==> src/rtl/fpadd_pkg.sv <==
// Shared constants and types for the FP-add scheduler and its result buffer.
package fpadd_pkg;

  localparam int FP_W               = 32;
  localparam int ID_W               = 1;
  localparam int DEF_STAGES         = 4;
  localparam int DEF_FIFO_DEPTH     = 2;
  localparam int CNT_W              = 16;

  typedef enum logic [ID_W-1:0] {
    RQ0 = 1'b0,
    RQ1 = 1'b1
  } req_id_e;

  // Result buffer entry: datapath result tagged with the issuing requester.
  typedef struct packed {
    logic [ID_W-1:0] id;
    logic [FP_W-1:0] data;
  } res_t;

  function automatic logic [CNT_W-1:0] sat_inc(input logic [CNT_W-1:0] v);
    return (v == {CNT_W{1'b1}}) ? v : v + 1'b1;
  endfunction

endpackage

==> src/rtl/fpadd_res_fifo.sv <==
// Synchronous result FIFO; a push into a full FIFO is accepted only alongside a pop.
module fpadd_res_fifo #(
  parameter int W     = 33,
  parameter int DEPTH = 2
) (
  input  logic         clk,
  input  logic         rst_n,
  input  logic         push,
  input  logic [W-1:0] wdata,
  input  logic         pop,
  output logic [W-1:0] rdata,
  output logic         full,
  output logic         empty
);

  localparam int AW = (DEPTH > 1) ? $clog2(DEPTH) : 1;

  logic [W-1:0]  mem [DEPTH];
  logic [AW-1:0] wptr, rptr;
  logic [AW:0]   cnt;
  logic          do_push, do_pop;

  assign full    = (cnt == (AW+1)'(DEPTH));
  assign empty   = (cnt == '0);
  assign do_pop  = pop && !empty;
  assign do_push = push && (!full || do_pop);
  assign rdata   = mem[rptr];

  always_ff @(posedge clk) begin
    if (!rst_n) begin
      wptr <= '0;
      rptr <= '0;
      cnt  <= '0;
    end else begin
      if (do_push) wptr <= (wptr == AW'(DEPTH-1)) ? '0 : wptr + 1'b1;
      if (do_pop)  rptr <= (rptr == AW'(DEPTH-1)) ? '0 : rptr + 1'b1;
      case ({do_push, do_pop})
        2'b10:   cnt <= cnt + 1'b1;
        2'b01:   cnt <= cnt - 1'b1;
        default: cnt <= cnt;
      endcase
    end
  end

  // Storage needs no reset: only entries covered by cnt are ever observed.
  always_ff @(posedge clk) begin
    if (do_push) mem[wptr] <= wdata;
  end

endmodule

==> src/rtl/fpadd_sched.sv <==
// Two-requester round-robin scheduler for a shared STAGES-deep FP-add pipeline.
// Optional FPADD_SCHED_PERF_EN adds saturating issue/stall counters.
module fpadd_sched
  import fpadd_pkg::*;
#(
  parameter int STAGES     = DEF_STAGES,
  parameter int FIFO_DEPTH = DEF_FIFO_DEPTH
) (
  input  logic            clk,
  input  logic            rst_n,
  input  logic            req0_valid,
  output logic            req0_ready,
  input  logic [FP_W-1:0] req0_a,
  input  logic [FP_W-1:0] req0_b,
  input  logic            req1_valid,
  output logic            req1_ready,
  input  logic [FP_W-1:0] req1_a,
  input  logic [FP_W-1:0] req1_b,
  output logic            pipe_en,
  output logic [FP_W-1:0] pipe_a,
  output logic [FP_W-1:0] pipe_b,
  input  logic [FP_W-1:0] pipe_res,
  output logic            out_valid,
  input  logic            out_ready,
  output logic [FP_W-1:0] out_data,
  output logic [ID_W-1:0] out_id
`ifdef FPADD_SCHED_PERF_EN
  ,
  output logic [CNT_W-1:0] issue_cnt,
  output logic [CNT_W-1:0] stall_cnt
`endif
);

  logic [STAGES:1] vld_pipe;
  logic [STAGES:1] id_pipe;
  req_id_e         rr_last;
  logic            gnt_vld;
  req_id_e         gnt_id;
  logic            fifo_full, fifo_empty, pop, push;
  res_t            wr_ent, head;

  assign pop     = out_valid && out_ready;
  assign pipe_en = rst_n && !(vld_pipe[STAGES] && fifo_full && !pop);
  assign push    = pipe_en && vld_pipe[STAGES];

  always_comb begin
    gnt_vld = 1'b0;
    gnt_id  = RQ0;
    if (pipe_en) begin
      if (req0_valid && req1_valid) begin
        gnt_vld = 1'b1;
        gnt_id  = (rr_last == RQ0) ? RQ1 : RQ0;
      end else if (req0_valid) begin
        gnt_vld = 1'b1;
        gnt_id  = RQ0;
      end else if (req1_valid) begin
        gnt_vld = 1'b1;
        gnt_id  = RQ1;
      end
    end
  end

  assign req0_ready = gnt_vld && (gnt_id == RQ0);
  assign req1_ready = gnt_vld && (gnt_id == RQ1);
  assign pipe_a     = !gnt_vld ? '0 : (gnt_id == RQ1) ? req1_a : req0_a;
  assign pipe_b     = !gnt_vld ? '0 : (gnt_id == RQ1) ? req1_b : req0_b;

  // Valid/id bits track the datapath stage registers one-for-one.
  always_ff @(posedge clk) begin
    if (!rst_n) begin
      vld_pipe <= '0;
      id_pipe  <= '0;
      rr_last  <= RQ1;
    end else begin
      if (pipe_en) begin
        vld_pipe <= {vld_pipe[STAGES-1:1], gnt_vld};
        id_pipe  <= {id_pipe[STAGES-1:1], gnt_id[0]};
      end
      if (gnt_vld) rr_last <= gnt_id;
    end
  end

  always_comb begin
    wr_ent      = '0;
    wr_ent.data = pipe_res;
    wr_ent.id   = id_pipe[STAGES];
  end

  fpadd_res_fifo #(
    .W     ($bits(res_t)),
    .DEPTH (FIFO_DEPTH)
  ) u_fifo (
    .clk   (clk),
    .rst_n (rst_n),
    .push  (push),
    .wdata (wr_ent),
    .pop   (pop),
    .rdata (head),
    .full  (fifo_full),
    .empty (fifo_empty)
  );

  assign out_valid = rst_n && !fifo_empty;
  assign out_data  = rst_n ? head.data : '0;
  assign out_id    = rst_n ? head.id : '0;

`ifdef FPADD_SCHED_PERF_EN
  always_ff @(posedge clk) begin
    if (!rst_n) begin
      issue_cnt <= '0;
      stall_cnt <= '0;
    end else begin
      if (gnt_vld) issue_cnt <= sat_inc(issue_cnt);
      if (!pipe_en && vld_pipe[STAGES]) stall_cnt <= sat_inc(stall_cnt);
    end
  end
`endif

endmodule

==> config.mk <==
export PLATFORM = sky130hd
export DESIGN_NAME = fpadd_sched
export DESIGN_NICKNAME = d
export VERILOG_FILES = /design/src/rtl/fpadd_pkg.sv /design/src/rtl/fpadd_res_fifo.sv /design/src/rtl/fpadd_sched.sv
export SDC_FILE = /design/constraint.sdc
export NUM_CORES = 1
export LEC_CHECK = 0
export BUFFER_PORTS_ARGS = -buffer_cell sky130_fd_sc_hd__buf_2
export CAP_MARGIN = 5
export CORE_AREA = 2 2 103 105
export DETAILED_ROUTE_END_ITERATION = 12
export DIE_AREA = 0 0 105 107
export PLACE_DENSITY = 0.8
export RECOVER_POWER = 100
export SYNTH_ARGS = -nofsm -noshare
export SYNTH_HDL_FRONTEND = slang
export SYNTH_SLANG_ARGS = --single-unit
==> constraint.sdc <==
create_clock -name clk -period 3.6 [get_ports clk]
set_input_delay 0.72 -clock clk [delete_from_list [all_inputs] [get_ports clk]]
set_output_delay 0.72 -clock clk [all_outputs]
set_load 0.005 [all_outputs]
# Yosys cells after proc, flatten, opt, wreduce, memory -nomap -nowiden
# Memories as Yosys holds them, arrays and structs flattened. A register that Yosys moved wholly into a read port is not among the register bits.
# Index checks and enable logic that the tools add are counted.
# op_classes
mux	21
eq_ne	3
addsub	4
bitwise	1
n_reduce_logical	18
# op_table
op	n
two-way mux 32 bit	5
two-way mux 1 bit	15
logical AND 1 bit	11
equality test 2 bit (second input constant)	2
zero test 1 bit	4
case mux 2 bit (2 select lines)	1
adder 1 bit (second input constant)	2
adder 2 x 1 -> 2 bit (second input constant)	1
equality test 2 x 1 -> 1 bit (second input constant)	1
zero test 2 bit	1
nonzero test 2 bit	1
subtractor 2 x 1 -> 2 bit (second input constant)	1
logical OR 1 bit	1
NOT 1 bit	1
# totals
ramBits	66
regBits	13
input_bits	165
memories	1
output_inout_bits	101
# memory_table
memory	depth	width	read_ports	rd_clocked_by_memory_dff	wr	line	rtl
u_fifo.mem	2	33	1	1	1	fpadd_res_fifo.sv:18	logic [W-1:0] mem [DEPTH];

# Logic depth before layout (Yosys ltp)
# Gate-level depths: netlist of the first run.
# depth
word_depth	12
mapped_depth	7
ltp_nobuf	6

# Modules after synthesis
# From an unflattened synthesis of the first run, not the netlist that was laid out.
# unflattened
cells_unflattened	440
area_unflattened_um2	5185.0
# modules_own_cells
mod	cells_each	seq_area_each_um2	instances	area_each_um2
fpadd_res_fifo	133	2082.0	1	2760.1
fpadd_sched	307	180.2	1	2424.8

# Least setup slack after synthesis of the first run
# OpenSTA, ideal clock, no wires.
# synth_timing
path_kind	input to register
startpoint	input rst_n
endpoint	memory u_fifo.mem[0][0] (enable)
path_stages	2
setup_time_ns	0.423
path_slack_ns	0.892
arrival_time_ns	2.285
cell_sequence	o311ai_2 > nor2_1
# synth_between
elab_chain_cells	10
# synth_rtl
item	line	rtl
start, declared	fpadd_sched.sv:10	input logic rst_n,
logical AND 1 bit	fpadd_sched.sv:103	assign out_valid = rst_n && !fifo_empty;
logical AND 1 bit	fpadd_sched.sv:42	assign pop = out_valid && out_ready;
zero test 1 bit	fpadd_sched.sv:43	assign pipe_en = rst_n && !(vld_pipe[STAGES] && fifo_full && !pop);
logical AND 1 bit	fpadd_sched.sv:43	
zero test 1 bit	fpadd_sched.sv:43	
logical AND 1 bit	fpadd_sched.sv:43	
logical AND 1 bit	fpadd_sched.sv:44	assign push = pipe_en && vld_pipe[STAGES];
logical AND 1 bit *	fpadd_res_fifo.sv:26	assign do_push = push && (!full || do_pop);
two-way mux 1 bit *	fpadd_res_fifo.sv:47	if (do_push) mem[wptr] <= wdata;
two-way mux 1 bit (implied by the code) *	fpadd_res_fifo.sv:47	
end, declared	fpadd_res_fifo.sv:18	
# Every way passes the cells marked *; elsewhere a longest branch is shown, timed or not.

# Worst setup path in the final report of the first run
# layout_timing
startpoint	input req0_valid
endpoint	output pipe_a[16]
# layout_between
elab_chain_cells	5
# layout_rtl
item	line	rtl
start, declared	fpadd_sched.sv:11	input logic req0_valid,
two-way mux 1 bit / logical AND 1 bit (equally long branches)	fpadd_sched.sv:53, fpadd_sched.sv:50	
two-way mux 1 bit	fpadd_sched.sv:50	if (req0_valid && req1_valid) begin
two-way mux 1 bit	fpadd_sched.sv:49	if (pipe_en) begin
two-way mux 32 bit	fpadd_sched.sv:65	assign pipe_a = !gnt_vld ? '0 : (gnt_id == RQ1) ? req1_a : req0_a;
two-way mux 32 bit *	fpadd_sched.sv:65	
end, declared	fpadd_sched.sv:20	output logic [FP_W-1:0] pipe_a,
# Marked as above.

==> impl_summary.md, run 1 <==
Clocking
After clock tree synthesis, the clock-pin slew on the worst setup and hold paths is 80 ps. The number of clock sinks seen by CTS is 80. The number of resized instances in the post-cts repair step is 0. TritonCTS built the clock tree. The clock latency of the later-clocked register in the worst-skew pair is 330 ps. The total number of H-tree levels is 3. The CTS buffer count is 9. The number of buffers inserted to repair setup after CTS is 0. In this run the clock root is driven by a clkbuf_8.

The count of hold-fix buffers inserted at cts is 0. No sink is reached through more buffers than the 2 on the longest clock path.

Detailed routing
The number of routed nets with antenna violations is 0. Wires add up to 13,300 um. In this run, the number of DRC markers left after iteration 0 of detailed routing was 518.

Dividing the detail-routed via count by the number of cells gives 5.13. The first detailed-routing pass ran for 7 iterations. The routed layout has 4,215 vias. The DRC violations left is 0. Dividing the detail-routed wire length by the instance count gives 16.2 um.

Setup path
The critical path class is input pin to output port. The critical path arrival is 2340 ps. The kind of launch point of the worst setup path is an input pin. The start of the worst register-to-register path is u_fifo.cnt[1]. The critical path goes through buf_2, or2_2, clkbuf_1, nand3_1, a21oi_2, clkbuf_1.

The largest fanout of any net on the critical path is 29. The critical path contains buffers and inverters numbering 3 combined. The worst register-to-register path has a setup slack of 710 ps. The startpoint of the worst setup timing path is req0_valid. The kind of end point of the critical path is an output port. The kind of cell with the highest combined delay along the critical path is buffers and inverters.

Counting cells, the worst reg-to-reg path comes to 4. The dominant cell type by count on the critical path is clkbuf_1. At the worst endpoint, the required time is 2880 ps. The capture point of the worst reg-to-reg path is u_fifo.mem[1][32]. The slowest cell on the critical path is clkbuf_1. On the worst path, the slowest cell contributes a delay of 510 ps.

Final layout
The utilization after layout is 57.6%. The number of fill cells is 943. The final layout contains 845 nets. The area growth from synthesis to layout is 32.0%. Of the cells placed in the final design, the portion with a size suffix greater than 1 is 37.6%. In the layout the commonest cells are buf_2 (181), nand2_1 (80), clkbuf_1 (69), edfxtp_1 (66), nand3_1 (65). The library cell used most frequently in the layout, excluding fill and tap cells, is buf_2. After routing the design area is 5820 um^2.

Pwr
Sequential cells burn 52.7% of the power. In this run, the combinational gates consume 18.6% of the power. The worst supply voltage drop on vdd is 0.299 mV.

The power per unit of standard cell area is 332 nW/um^2. The switching component of the power is 0.000510 W. In this run the static leakage power is 2.31 nW. The internal portion of total power is 0.00142 W. Net switching is 26.4% of the power. The clock share of power is 28.7%.

Synth
The netlist uses 30 different library cells. After synthesis the netlist holds a flip-flop and latch count of 80. The dominant register cell in the synthesized netlist is edfxtp_1. The number of enable flip-flop cells after synthesis is 66.

After synthesis, the mean cell area works out to 10.3 um^2. The number of nets in the synthesized netlist is 596. Sequential elements use 51.3% of the synthesized area.

The gate count after technology mapping is 430. The share of flip-flops with an asynchronous set or reset is 0%. Summing every instance area after synthesis gives 4410 um^2.

During synthesis, Yosys emitted a total of 0 warnings.

Status
The flow ran to the end, but the final reports show violations. The checks that failed: capacitance limit, slew limit.

Timing
Measured against its own limit, the worst slew margin works out to -10.3%. The clock arrives with 6.45 ps of skew. The hold slack is 447 ps. The fmax is 327 MHz.

The count of pins over their slew limit is 5. The number of setup violations in the final report is 0. Adding up every negative setup slack in the final design gives 0 ps. The actual slew at the worst max-slew pin is 1630 ps. The number of endpoints with negative hold slack in the final report came to 0. Setup repair after global routing left no endpoint under its margin.

Counting I/O delays and the setup requirement, the final critical path takes 3060 ps. The portion of the clock cycle consumed by the worst path in the final layout is 84.9%.

Global routing
The final global-route overflow total is 0. The first global-routing pass estimated 19,200 um of wire. The number of antenna violations at the first check in global routing is 2. Across every metal layer, demand over resource in global routing totals 21.7%. The pin count of the biggest net entering global routing is 66. The number of global-route vias before repair is 4,029.

Placement
The placed instances occupy a cell area of 5850 um^2. Detailed placement finished with a half-perimeter wire length of 10,000 um. Buffers placed on the I/O ports in this run total 265.

The final weighted congestion of routability-driven global placement is 0.873.

Min path
The startpoint identified for the worst hold timing path is u_fifo.rptr. Along the worst hold path, the cell count comes to 1. The path class of the tightest hold or removal check is register to register.

Floorplanning
The floorplan has 37 rows. The area of the placeable core is 10,100 um^2. The die is 107 um tall. For this configuration, the core starts out at a cell density of 43.7%. The die is 105 um wide. The die area is 11,200 um^2. During I/O placement, the number of pins put on the boundary was 266.

Flow run
Across the run, the number of max-cap violations was 1.
## cells by family (layout without fill, tap and decap cells)
family          Yosys count  after routing  synth area share [%]
other cells               0              1                     0
flops                    80             80                  51.3
buf+inv                  43            297                  5.25
compound gates           79             79                  14.1
mux                      36             36                  8.17
simple gates            189            189                  20.5
fa+ha+maj                 1              1                 0.284
xor+xnor                  2              2                 0.397
## worst max path at each step
stage / endpoint / slack [ps] / cells past startpoint
2_1_floorplan: u_fifo.mem[0][0] / 890 / 2
3_3_place_gp: pipe_a[31] / 860 / 5
3_5_place_dp: pipe_a[29] / 800 / 6
4_1_cts: pipe_a[29] / 800 / 6
5_1_grt: pipe_a[16] / 420 / 6
6_report: pipe_a[16] / 540 / 6
## cell usage after synthesis, types with 4 or more instances
library cell	number	share of area (%)
a21oi_2	50	9.9
a21boi_1	7	1.2
nor2_1	4	0.34
nor2b_1	33	4.7
buf_6	7	1.8
clkbuf_1	23	2.0
mux2i_1	36	8.2
nand3_1	65	7.4
dfxtp_1	14	6.4
edfxtp_1	66	45
buf_2	8	0.91
nand2_1	79	6.7
a21oi_1	15	1.7
## metal layers
metal	vias up	routed length, um	track usage (%)
li1	2012	-	-
met1	1936	5320	27.0
met2	239	6460	36.8
met3	26	1310	5.78
met4	2	197	7.33
met5	-	10	0
## flip-flops by register name, indices dropped and copies added, names as in the netlist, named ones only
name	flops
id_pipe	4
rr_last	1
u_fifo.cnt	2
u_fifo.mem	66
u_fifo.rptr	1
u_fifo.wptr	1
vld_pipe	4
## cell type report
type | count | area (um^2) | share of cell area, %
Clock buffer | 10 | 128 | 2.19
Clock inverter | 6 | 36.3 | 0.624
Timing Repair Buffer | 278 | 1360 | 23.4
Sequential cell | 80 | 2260 | 38.9
Inverter | 3 | 11.3 | 0.194
Tap cell | 136 | 170 | 2.92
Antenna cell | 1 | 2.50 | 0.0430
Multi-Input combinational cell | 307 | 1840 | 31.7
## metrics by stage
step,instances,setup slack (ps),power [W]
4_1_cts,820,796,0.00196
3_3_place_gp,804,860,0.00141
6_report,821,543,0.00193
2_1_floorplan,430,892,0.00123
5_1_grt,820,421,0.00201
3_5_place_dp,804,798,0.00142
## worst register-to-register path: stages (launching register included)
cell	delay, ps
dfxtp_1	410
inv_1	60
o311ai_0	1330
nor2_4	150
clkbuf_2	530
## power groups by stage
stage | clock network, W | registers [W] | logic (W)
floorplan | 0 | 0.00103 | 0.000193
global placement | 0 | 0.00104 | 0.000369
detailed placement | 0 | 0.00104 | 0.000379
CTS | 0.000564 | 0.00102 | 0.000381
global route | 0.000601 | 0.00102 | 0.000392
finish | 0.000553 | 0.00102 | 0.000359
(Power assumes the default switching activity.)
==> run 2, diff against run 1 <==
--- a/config.mk
+++ b/config.mk
@@ -7,9 +7,9 @@
 export LEC_CHECK = 0
 export BUFFER_PORTS_ARGS = -buffer_cell sky130_fd_sc_hd__buf_2
 export CAP_MARGIN = 5
-export CORE_AREA = 2 2 103 105
+export CORE_MARGIN = 1.5
+export CORE_UTILIZATION = 44
 export DETAILED_ROUTE_END_ITERATION = 12
-export DIE_AREA = 0 0 105 107
 export PLACE_DENSITY = 0.8
 export RECOVER_POWER = 100
 export SYNTH_ARGS = -nofsm -noshare
==> constraint.sdc (replaced) <==
create_clock -name clk -period 3.1 [get_ports clk]
set_input_delay 0.62 -clock clk [delete_from_list [all_inputs] [get_ports clk]]
set_output_delay 0.62 -clock clk [all_outputs]
set_load 0.005 [all_outputs]
==> run 2 against run 1 <==
Effect of this change: the run now ends clean; utilization up 3.1 points; sequential power up 16%; highest routed layer is now met4; largest power group unchanged; clock skew down 0.63 ps; die area down 5.4%; count of clock-buffer cells in the layout unchanged; combinational power up 18%; worst hold slack better by 11 ps; total power up 24%; largest cell class unchanged; sequential share of layout area down 0.60 points.
==> impl_summary.md, run 2 (same netlist as run 1, synthesis figures left out) <==
Status
The run finished with clean final reports.

Final layout
The synthesis-to-layout area growth is 34.0%. The most frequent standard cell in the layout excluding fill and tap cells is buf_2. The flip-flop count of the largest register, all copies and words added is 66.

The top cell types in the final layout, fill and taps aside, are buf_2 (168), clkbuf_1 (93), nand2_1 (79), edfxtp_1 (66), nand3_1 (65). The share of post-route cells with drive strength above 1 is 36.3%. The largest registers in the layout are u_fifo.mem (66), id_pipe (4), vld_pipe (4). Cells fill 60.7% of the core in the end. The register name with the most flops is u_fifo.mem. The net count of the finished layout is 845. The cell area after layout is 5910 um^2.

Detailed routing
The first-iteration detailed-routing DRC count is 129. The routed layout has 4,203 vias. The final routed wirelength across all metal layers is 12,800 um. For this run, design rule violations remaining after detail routing come to 0. After detailed routing, the number of vias per cell comes to 5.14. The detail-routed net length per standard cell is 15.6 um. In this run the remaining antenna-violating nets after routing total 0.

The first detailed-routing pass took 5 iterations.

Pwr
The switching part of the total is 24.2%. Combinational logic is responsible for 17.7% of the overall power. Summed over all cells, the static leakage comes to 2.26 nW. Internal power comes to 0.00181 W. Across the VDD grid, the largest voltage drop is 0.285 mV.

The clock network is responsible for 32.9% of the overall power. The sequential power share is 49.4%. The analysis attributes to net switching a power of 0.000578 W. The power per unit of standard cell area is 404 nW/um^2.

Timing
Setup violations remaining at the end of the flow were counted as 0. The number of endpoints with negative hold slack in the final report is 0. The count of pins over their slew limit came to 0. The worst path in the final design needs a cycle of 2690 ps, including I/O delays and setup. The portion of the clock cycle consumed by the worst path in the final layout is 86.7%. The largest clock skew in the final design is 5.82 ps. Setup repair after global routing left no endpoint under its margin. The setup TNS after final layout is 0 ps. Hold is met by 458 ps. After layout, the worst setup slack is 411 ps.

Based on the critical path, the design can be clocked at up to 372 MHz. The relative slew slack is 40.4%. The actual slew at the worst max-slew pin is 893 ps.

Min path
The worst hold path stage count is 0. The min-delay analysis places its worst path in the category register to register. For hold timing, the worst endpoint is u_fifo.mem[0][32]. The worst hold path startpoint is id_pipe[4].

Global routing
The pin count of the biggest net entering global routing is 67. Global routing used 21.3% of the available tracks. The number of antenna violations at the first check in global routing is 3. The wire length of the first global-routing pass is 17,200 um. The final global-route overflow total is 0.

The number of global-route vias before repair is 3,637.

Setup path
Of all nets on the critical path, the largest fanout is 17. The worst setup path is captured at an output port. The critical path class is input pin to output port.

The worst setup path is launched from an input pin. The required time of the worst setup path is 2480 ps. At the worst endpoint, the arrival time is 2070 ps.

The worst setup slack for register-to-register paths is 1020 ps. In this run the critical register-to-register path is captured at u_fifo.mem[0][29]. The startpoint of the worst setup timing path is rst_n. In this run the critical register-to-register path is launched from u_fifo.cnt[1]. The worst-case reg-to-reg path depth is 4.

Clocking
The clock transition at the registers of the reported paths is 80 ps. After clock tree synthesis, the repair step resized 0 gates. The total number of H-tree levels is 3. The number of clock sinks seen by CTS is 80. In this run, post-CTS hold repair placed 0 buffers. The longest clock path from root to sink contains 2 buffers. The clock latency of the later-clocked register in the worst-skew pair is 340 ps. CTS placed an instance of clkbuf_8 at the clock tree root. TritonCTS built the clock tree. In this run the post-CTS setup repair buffer count came out at 0. The CTS buffer count is 9.

Placement
The cell area reported after detailed placement is 5860 um^2. The post-placement setup slack is 648 ps. The post-detailed-placement half-perimeter wirelength is 9490 um. The count of port buffers added during placement is 265. Routability-driven placement finished with a final weighted congestion of 0.746.

Floorplanning
Once the floorplan was initialized, standard cells occupied 45.3% of the core. The floorplan row count is 36. The top-level port count is 266. The core region is 9730 um^2. The height of the die is 103 um.

In this run the horizontal extent of the chip is 103 um. The die area is 10,600 um^2.

Flow run
Max-cap violations in this run came to 0.
==> run 2: how the worst max path moves through the flow <==
| stage | endpoint |
|---|---|
| after floorplan | u_fifo.mem[0][0] |
| after global placement | pipe_a[2] |
| after CTS | pipe_a[7] |
| final | pipe_b[31] |
| after detailed placement | pipe_a[2] |
| after global routing | u_fifo.mem[1][11] |
==> run 2: through the flow <==
step	total power, W	std cells
global placement	0.00163	801
finish	0.00239	818
detailed placement	0.00164	801
floorplan	0.00142	430
global route	0.00248	816
CTS	0.00242	816
==> run 2: power by group through the flow <==
stage / combinational (W) / clock (W) / sequential, W
floorplan: 0.000224 / 0 / 0.00120
finish: 0.000423 / 0.000784 / 0.00118
CTS: 0.000444 / 0.000795 / 0.00118
global placement: 0.000432 / 0 / 0.00120
global route: 0.000464 / 0.000842 / 0.00118
detailed placement: 0.000442 / 0 / 0.00120
==> run 2: cell type report <==
type | count | area [um^2]
Fill cell | 885 | 3820
Sequential cell | 80 | 2260
Multi-Input combinational cell | 307 | 1920
Timing Repair Buffer | 278 | 1340
Tap cell | 133 | 166
Clock buffer | 10 | 128
Clock inverter | 5 | 72.6
Inverter | 3 | 11.3
Antenna cell | 2 | 5.00
==> run 2: routing by layer <==
metal  up-vias  routed length [um]  share of wire [%]  track usage (%)
li1       2010                   -                  -                -
met1      1963                5010                 39             25.1
met2       212                6510                 51             38.7
met3        18                1160                9.1             6.31
met4         0                  83               0.65             4.47
met5         -                   0                  0                0
==> run 2: critical path: stages <==
cell and delay (ps):
clkbuf_1 190, clkbuf_1 560, nand3_1 340, a21oi_1 210
clkbuf_1 140
